**config.mk**
```make
export PLATFORM = sky130hd
export DESIGN_NAME = pipe_hazard_ctrl
export DESIGN_NICKNAME = d
export VERILOG_FILES = /design/src/rtl/pipe_hazard_ctrl.sv
export SDC_FILE = /design/constraint.sdc
export NUM_CORES = 1
export LEC_CHECK = 0
export ABC_CLOCK_PERIOD_IN_PS = 4000
export BUFFER_PORTS_ARGS = -buffer_cell sky130_fd_sc_hd__buf_2
export CAP_MARGIN = 20
export CORE_UTILIZATION = 56
export CTS_CLUSTER_SIZE = 8
export DETAILED_ROUTE_END_ITERATION = 10
export PLACE_DENSITY = 0.95
export SLEW_MARGIN = 10
export SYNTH_ARGS = -nofsm -noshare
export SYNTH_HDL_FRONTEND = slang
export SYNTH_SLANG_ARGS = --single-unit
export TNS_END_PERCENT = 20
```
**constraint.sdc**
```tcl
create_clock -name clk -period 4 [get_ports clk]
set_input_delay 0.4 -clock clk [delete_from_list [all_inputs] [get_ports clk]]
set_output_delay 0.4 -clock clk [all_outputs]
set_load 0.03 [all_outputs]
```
**src/rtl/pipe_hazard_ctrl.sv**
```systemverilog
// Pipeline hazard controller: jump redirect, multi-cycle front-end flush, N-source stall.
// Optional interrupt entry is built only when CTRL_IRQ_EN is defined.
module pipe_hazard_ctrl #(
    parameter int STAGES       = 4,
    parameter int ADDR_W       = 32,
    parameter int NUM_HOLD     = 3,
    parameter int FLUSH_CYCLES = 2
) (
    input  logic                clk,
    input  logic                rst,
    input  logic                jump_en_i,
    input  logic [ADDR_W-1:0]   jump_addr_i,
    input  logic [NUM_HOLD-1:0] hold_req_i,
`ifdef CTRL_IRQ_EN
    input  logic                irq_i,
    input  logic [ADDR_W-1:0]   irq_addr_i,
    output logic                irq_ack_o,
`endif
    output logic                jump_en_o,
    output logic [ADDR_W-1:0]   jump_addr_o,
    output logic [STAGES-1:0]   stall_o,
    output logic [STAGES-1:0]   flush_o,
    output logic                busy_o
);

    // state | meaning
    // IDLE  | no redirect in progress
    // FLUSH | front end held in flush for the remaining cnt cycles
    // PEND  | jump captured under hold, redirect issued when hold drops
    typedef enum logic [1:0] {IDLE, FLUSH, PEND} state_t;

    localparam bit          MULTI    = (FLUSH_CYCLES > 1);
    localparam logic [3:0]  CNT_LOAD = 4'(FLUSH_CYCLES - 1);
    localparam logic [STAGES-1:0] FRONT = {1'b0, {(STAGES-1){1'b1}}};

    state_t              state;
    logic [3:0]          cnt;
    logic [ADDR_W-1:0]   pend_addr;
    logic                irq_flush;
    logic                hold;
    logic                irq_take;

    assign hold = |hold_req_i;

`ifdef CTRL_IRQ_EN
    assign irq_take = irq_i & ~hold & ~jump_en_i & (state == IDLE);
`else
    assign irq_take = 1'b0;
`endif

    always_ff @(posedge clk or posedge rst) begin
        if (rst) begin
            state     <= IDLE;
            cnt       <= '0;
            pend_addr <= '0;
            irq_flush <= 1'b0;
        end else begin
            case (state)
                IDLE: begin
                    if (jump_en_i && hold) begin
                        pend_addr <= jump_addr_i;
                        state     <= PEND;
                    end else if ((jump_en_i || irq_take) && MULTI) begin
                        cnt       <= CNT_LOAD;
                        irq_flush <= irq_take;
                        state     <= FLUSH;
                    end
                end
                PEND: begin
                    if (jump_en_i)
                        pend_addr <= jump_addr_i;
                    if (!hold) begin
                        irq_flush <= 1'b0;
                        if (MULTI) begin
                            cnt   <= CNT_LOAD;
                            state <= FLUSH;
                        end else begin
                            state <= IDLE;
                        end
                    end
                end
                FLUSH: begin
                    if (hold) begin
                        // A jump under hold is deferred rather than dropped.
                        if (jump_en_i) begin
                            pend_addr <= jump_addr_i;
                            cnt       <= '0;
                            irq_flush <= 1'b0;
                            state     <= PEND;
                        end
                    end else if (jump_en_i) begin
                        cnt       <= CNT_LOAD;
                        irq_flush <= 1'b0;
                    end else if (cnt <= 4'd1) begin
                        cnt       <= '0;
                        irq_flush <= 1'b0;
                        state     <= IDLE;
                    end else begin
                        cnt <= cnt - 4'd1;
                    end
                end
                default: state <= IDLE;
            endcase
        end
    end

    always_comb begin
        jump_en_o   = 1'b0;
        jump_addr_o = '0;
        stall_o     = '0;
        flush_o     = '0;
        busy_o      = 1'b0;
`ifdef CTRL_IRQ_EN
        irq_ack_o   = 1'b0;
`endif
        if (!rst) begin
            busy_o = (state != IDLE);
            if (hold) begin
                stall_o = '1;
            end else begin
                case (state)
                    IDLE: begin
                        if (jump_en_i) begin
                            jump_en_o   = 1'b1;
                            jump_addr_o = jump_addr_i;
                            flush_o     = FRONT;
                        end
`ifdef CTRL_IRQ_EN
                        else if (irq_take) begin
                            irq_ack_o   = 1'b1;
                            jump_en_o   = 1'b1;
                            jump_addr_o = irq_addr_i;
                            flush_o     = '1;
                        end
`endif
                    end
                    PEND: begin
                        jump_en_o   = 1'b1;
                        jump_addr_o = jump_en_i ? jump_addr_i : pend_addr;
                        flush_o     = FRONT;
                    end
                    FLUSH: begin
                        flush_o = FRONT;
                        if (jump_en_i) begin
                            jump_en_o   = 1'b1;
                            jump_addr_o = jump_addr_i;
                        end else begin
                            flush_o[STAGES-1] = irq_flush;
                        end
                    end
                    default: ;
                endcase
            end
        end
    end

endmodule

```
==> results of run 1 <==
-- state kept, by name (all words and copies together) (netlist names) --
name / cells
pend_addr: 32
state: 2
cnt: 4
irq_flush: 1
-- cells in the mapped netlist, drive strengths merged (2+ instances only) --
master	instances
nor4	2
clkbuf	6
o22ai	2
mux2i	33
mux2	34
a211oi	2
dfrtp	39
nor3	36
a21oi	38
or3	3
buf	20
nand2	3
ha	6
nand2b	4
o21ai	5
nor2	11
a2111oi	2
inv	8
-- power by group --
| group | internal [W] | total, W | leakage, nW | switching [W] |
|---|---|---|---|---|
| Combinational | 0.000441 | 0.000983 | 0.940 | 0.000542 |
| Sequential | 0.000576 | 0.000677 | 0.464 | 0.000100 |
| Clock | 0.000122 | 0.000261 | 0.0422 | 0.000138 |
-- layer usage --
metal	vias to the layer above	GRT usage, %	share of wire (%)
met5	-	0	0
met4	0	8.71	1.8
met3	12	3.94	4.9
met2	79	41.5	49
met1	1055	30.9	44
li1	1087	-	-
-- kinds of logic (layout without fill, tap and decap cells) --
logic type / Yosys count / after routing / share of synthesized area [%]
AOI/OAI and AO/OA: 53 / 53 / 10.8
adders and majority gates: 6 / 6 / 2.77
buffers and inverters: 34 / 100 / 6.93
DFF: 39 / 39 / 36.0
muxes: 67 / 67 / 26.3
and+or+nand+nor: 64 / 64 / 17.1
-- cells in the final DEF, fill, tap and decap left out, types with 6 or more instances in the layout --
cell	synthesis	layout
a21oi_1	38	38
buf_2	6	79
dfrtp_1	39	39
ha_1	6	6
inv_1	8	8
mux2_2	32	32
mux2i_1	33	33
nor2_1	11	10
nor3_1	7	7
nor3_2	29	28
-- critical path, delay by kind of cell, from the launching register on --
| family | cells | cell delay [ns] |
|---|---|---|
| simple gates | 2 | 1.23 |
| flops | 1 | 0.45 |
| fa+ha+maj | 1 | 0.31 |
| buf+inv | 1 | 0.23 |
-- stage by stage --
stage / worst slack, ns / power (W) / hold slack (ns) / util [%]
after CTS: 1.06 / 0.00193 / 0.213 / 69.7
after detailed placement: 1.20 / 0.00167 / 0.493 / 67.9
final: 1.07 / 0.00192 / 0.194 / 69.7
after global placement: 1.23 / 0.00161 / 0.467 / 67.9
after floorplan: 1.15 / 0.00146 / 0.457 / -
after global routing: 0.946 / 0.00206 / 0.251 / 69.7
-- worst paths after layout --
check	endpoint	slack [ns]	from
max	jump_addr_o[22]	1.07	state[1]
min	pend_addr[31]	0.19	rst
max reg2reg	pend_addr[1]	1.30	state[1]
min reg2reg	pend_addr[24]	0.51	pend_addr[24]
max in group asynchronous	irq_flush	3.06	rst
min in group clk	pend_addr[6]	0.36	jump_addr_i[6]
-- final cells by class --
class | instances | share of cell area (%)
inverters | 8 | 0.957
well taps | 52 | 2.07
clock inverters | 1 | 0.159
clock buffers | 7 | 2.43
flip-flops and latches | 39 | 31.1
repair buffers | 84 | 13.8
multi-input cells | 190 | 49.5
==> flow_summary.toml, run 1 <==
[routing]
drt-total-wl_um = 5880
wl_per_cell_um = 15.4
via_count = 2233
viasPerCell = 5.86
drtAntennaViolNets = 0
drt_iter0_drc = 115
dr.pass1.iters = 4
drcViolationCount = 0

[sta]
rsz0062_at_grt = "false"
period_share_pct = 73.3
clock.fmax_mhz = 341
finalHoldViolations = 0
finalMaxSlewViolations = 0
setup_viol = 0
worst_pin_slew_ns = 0.919
slew_headroom_pct = 38.8
skew_ns = 0.00774
fin_setup_tns_ns = 0
period_minus_slack_ns = 2.93

[pwr]
leakage_nw = 1.45
peakVddDrop_v = 0.000336
power.density_nw_per_um2 = 612

[synthesis]
async_flop_share_pct = 100
syn_nets = 307
ys_types = 32
synthesis.area_um2 = 2710
yosys.area.top_type = "dfrtp_1"
synth_top_cell_area_share_pct = 36.0
ys_ff_latch = 39
synth_edf_count = 0
synthFlopType = "dfrtp_1"
yosysWarnings = 0
synth.area.top_cells = "dfrtp_1 36%, mux2_2 13%, mux2i_1 12%"
yosysSeqAreaShare_pct = 36.0
synth_cells = 263
avgSynthCellArea_um2 = 10.3

[worst_setup_path]
start_kind = "register"
cp_data_arrival_time_ns = 2.53
critPathMaxStageDelay_ns = 0.91
rr_worst_depth = 7
worst_setup_path_end_kind = "primary output"
path_cells = "ha_1 -> or3_2 -> nor3_2 -> buf_2"
critPathKind = "reg -> out"
crit_slowest_cell = "or3_2"
critical_path.max_fanout = 34
required_ns = 3.60

[floorplanning]
start_util_pct = 60.1
die_w_um = 71.5
ioPinCount = 80
num_rows = 24
coreArea_um2 = 4500
dieArea_um2 = 5120
die-height_um = 71.5

[global_routing]
grt_pass1_wl_um = 9640
grt_usage_pct = 24.1
grt_overflow = 0
first_global_vias = 2135
antenna_found_initial = 0
grt_max_degree = 35

[finish]
diodes = 0
nets = 372
fill_cells = 324
finalNonFillerCells = 381
drive_gt1_share_pct = 46.8
final_cell_area_um2 = 3140
multi_input_area_um2 = 1550
synthToLayoutAreaGrowth_pct = 15.9
register_area_um2 = 976

[clocking]
root_buffer = "clkbuf_8"
clockBufferDepth = 2
post_cts_buffers = 0
cts.clk_slew.worst_paths_ns = 0.07
cts_max_level = 2
clkSinkCount = 39
cts_resized = 0
insertion_delay_ns = 0.30
tritoncts = "built"
hold_buffers = 0
cts_made_buffers = 5

[placed_design]
detailed_place_hpwl_um = 4220
place_congestion = 0.984
io_buffers = 79
dpl-instance-area_um2 = 3060
dp.cells = 373

[hold_path]
min-delay-path-class = "in -> async"

[run]
cap_violations = 0

[outcome]
status = "finished clean"
(Power assumes the default switching activity.)
==> inputs of run 2 (changes only) <==
--- a/config.mk
+++ b/config.mk
@@ -5,13 +5,13 @@
 export SDC_FILE = /design/constraint.sdc
 export NUM_CORES = 1
 export LEC_CHECK = 0
-export ABC_CLOCK_PERIOD_IN_PS = 4000
+export ABC_CLOCK_PERIOD_IN_PS = 2500
 export BUFFER_PORTS_ARGS = -buffer_cell sky130_fd_sc_hd__buf_2
 export CAP_MARGIN = 20
-export CORE_UTILIZATION = 56
+export CORE_UTILIZATION = 47
 export CTS_CLUSTER_SIZE = 8
 export DETAILED_ROUTE_END_ITERATION = 10
-export PLACE_DENSITY = 0.95
+export PLACE_DENSITY = 0.86
 export SLEW_MARGIN = 10
 export SYNTH_ARGS = -nofsm -noshare
 export SYNTH_HDL_FRONTEND = slang
==> constraint.sdc (replaced) <==
create_clock -name clk -period 2.5 [get_ports clk]
set_input_delay 0.25 -clock clk [delete_from_list [all_inputs] [get_ports clk]]
set_output_delay 0.25 -clock clk [all_outputs]
set_load 0.03 [all_outputs]
==> flow_summary.toml, run 2 (synthesis results as in run 1) <==
[outcome]
status = "finished clean"

[finish]
final_cell_area_um2 = 3290
final_common_cell = "buf_2"
drive_gt1_share_pct = 50.0
diodes = 0
fin_util_pct = 59.3
nets = 379
largest_reg_flops = 32
final_cell_mix = "76 x buf_2, 38 x a21oi_1, 38 x dfrtp_1"
top_regs = "pend_addr x32, cnt x4, state x2"
synthToLayoutAreaGrowth_pct = 21.4
largest_register = "pend_addr"
fill_cells = 477

[clocking]
root_buffer = "clkbuf_8"
clkSinkCount = 39
insertion_delay_ns = 0.28
cts.clk_slew.worst_paths_ns = 0.07
post_cts_buffers = 0
cts_max_level = 2
hold_buffers = 0
cts_made_buffers = 5
clockBufferDepth = 2
cts_resized = 0
tritoncts = "built"

[placed_design]
dpl-instance-area_um2 = 3140
dp_slack_ns = 0.261
place_congestion = 0.851
io_buffers = 79
detailed_place_hpwl_um = 4220

[routing]
via_count = 2256
wl_per_cell_um = 14.4
viasPerCell = 5.53
drtAntennaViolNets = 0
dr.pass1.iters = 5
drt-total-wl_um = 5880
drt_iter0_drc = 133
drcViolationCount = 0

[worst_setup_path]
worst_setup_path_end_kind = "primary output"
required_ns = 2.25
start_kind = "register"
critPathKind = "reg -> out"
cp_data_arrival_time_ns = 2.14
timing.rr.start = "state[0]"
r2r_setup_slack_ns = 0.44
reg2reg_to = "pend_addr[16]"
rr_worst_depth = 7
critical_path.max_fanout = 15

[global_routing]
grt_usage_pct = 20.7
grt_max_degree = 25
grt_overflow = 0
antenna_found_initial = 0
first_global_vias = 2187
grt_pass1_wl_um = 9970

[sta]
clock.fmax_mhz = 419
fin_setup_tns_ns = 0
worst_pin_slew_ns = 0.633
period_minus_slack_ns = 2.39
fin_ws_ns = 0.114
setup_viol = 0
period_share_pct = 95.4
finalMaxSlewViolations = 0
slew_headroom_pct = 57.7
rsz0062_at_grt = "true"
skew_ns = 0.00131
finalHoldViolations = 0

[hold_path]
min-delay-path-class = "in -> async"

[floorplanning]
ioPinCount = 80
die_w_um = 77.9
num_rows = 27
start_util_pct = 48.9
dieArea_um2 = 6070
coreArea_um2 = 5540
die-height_um = 77.9

[pwr]
peakVddDrop_v = 0.000544
power.density_nw_per_um2 = 1000
leakage_nw = 1.50

[run]
cap_violations = 0
## run 2: cell types whose count changed in the layout (fill, tap and decap cells not counted), moves of 2 or more
cell,previous run,this run
clkbuf_1,2,0
buf_4,5,12
ha_1,6,3
ha_2,0,2
clkbuf_4,0,2
buf_2,79,76
## run 2: cell type report
type | instances | area [um^2] | share of cell area [%]
Inverter | 8 | 30.0 | 0.914
Multi-Input combinational cell | 190 | 1580 | 47.9
Sequential cell | 39 | 977 | 29.7
Clock inverter | 2 | 35.0 | 1.07
Timing Repair Buffer | 91 | 497 | 15.1
Tap cell | 72 | 90.1 | 2.74
Clock buffer | 6 | 82.6 | 2.51
## run 2: routing by layer
layer  global-route usage, %  share of wire, %
met5                       0                 0
met4                    4.63               1.2
met3                    4.82               4.9
met2                    35.4                50
met1                    26.5                44
## run 2: worst max-delay path, cell delays in order, from the launching register on
cell     delay, ns
dfrtp_1       0.43
ha_2          0.26
or3_2         0.51
buf_4         0.23
nor3_2        0.20
buf_2         0.22
## run 2: metrics by stage
stage	hold WS [ns]	power, W	cells
floorplan	0.385	0.00234	263
global placement	0.396	0.00263	400
detailed placement	0.401	0.00271	400
CTS	0.0874	0.00327	408
global route	0.127	0.00353	408
finish	0.0718	0.00329	408
## run 2: worst max path at each step
stage / from / endpoint / slack, ns / cells past startpoint
finish: state[0] / jump_addr_o[5] / 0.11 / 5
global route: state[0] / jump_addr_o[19] / -0.008 / 5
CTS: state[1] / jump_addr_o[21] / 0.003 / 5
detailed placement: hold_req_i[2] / jump_addr_o[21] / 0.26 / 6
global placement: hold_req_i[2] / jump_addr_o[13] / 0.26 / 6
floorplan: state[1] / jump_addr_o[1] / 0.12 / 8
## run 2: where the power goes
group	leakage, nW	switching (W)	internal [W]
registers	0.463	0.000155	0.000923
clock network	0.0612	0.000215	0.000323
logic	0.971	0.000906	0.000766
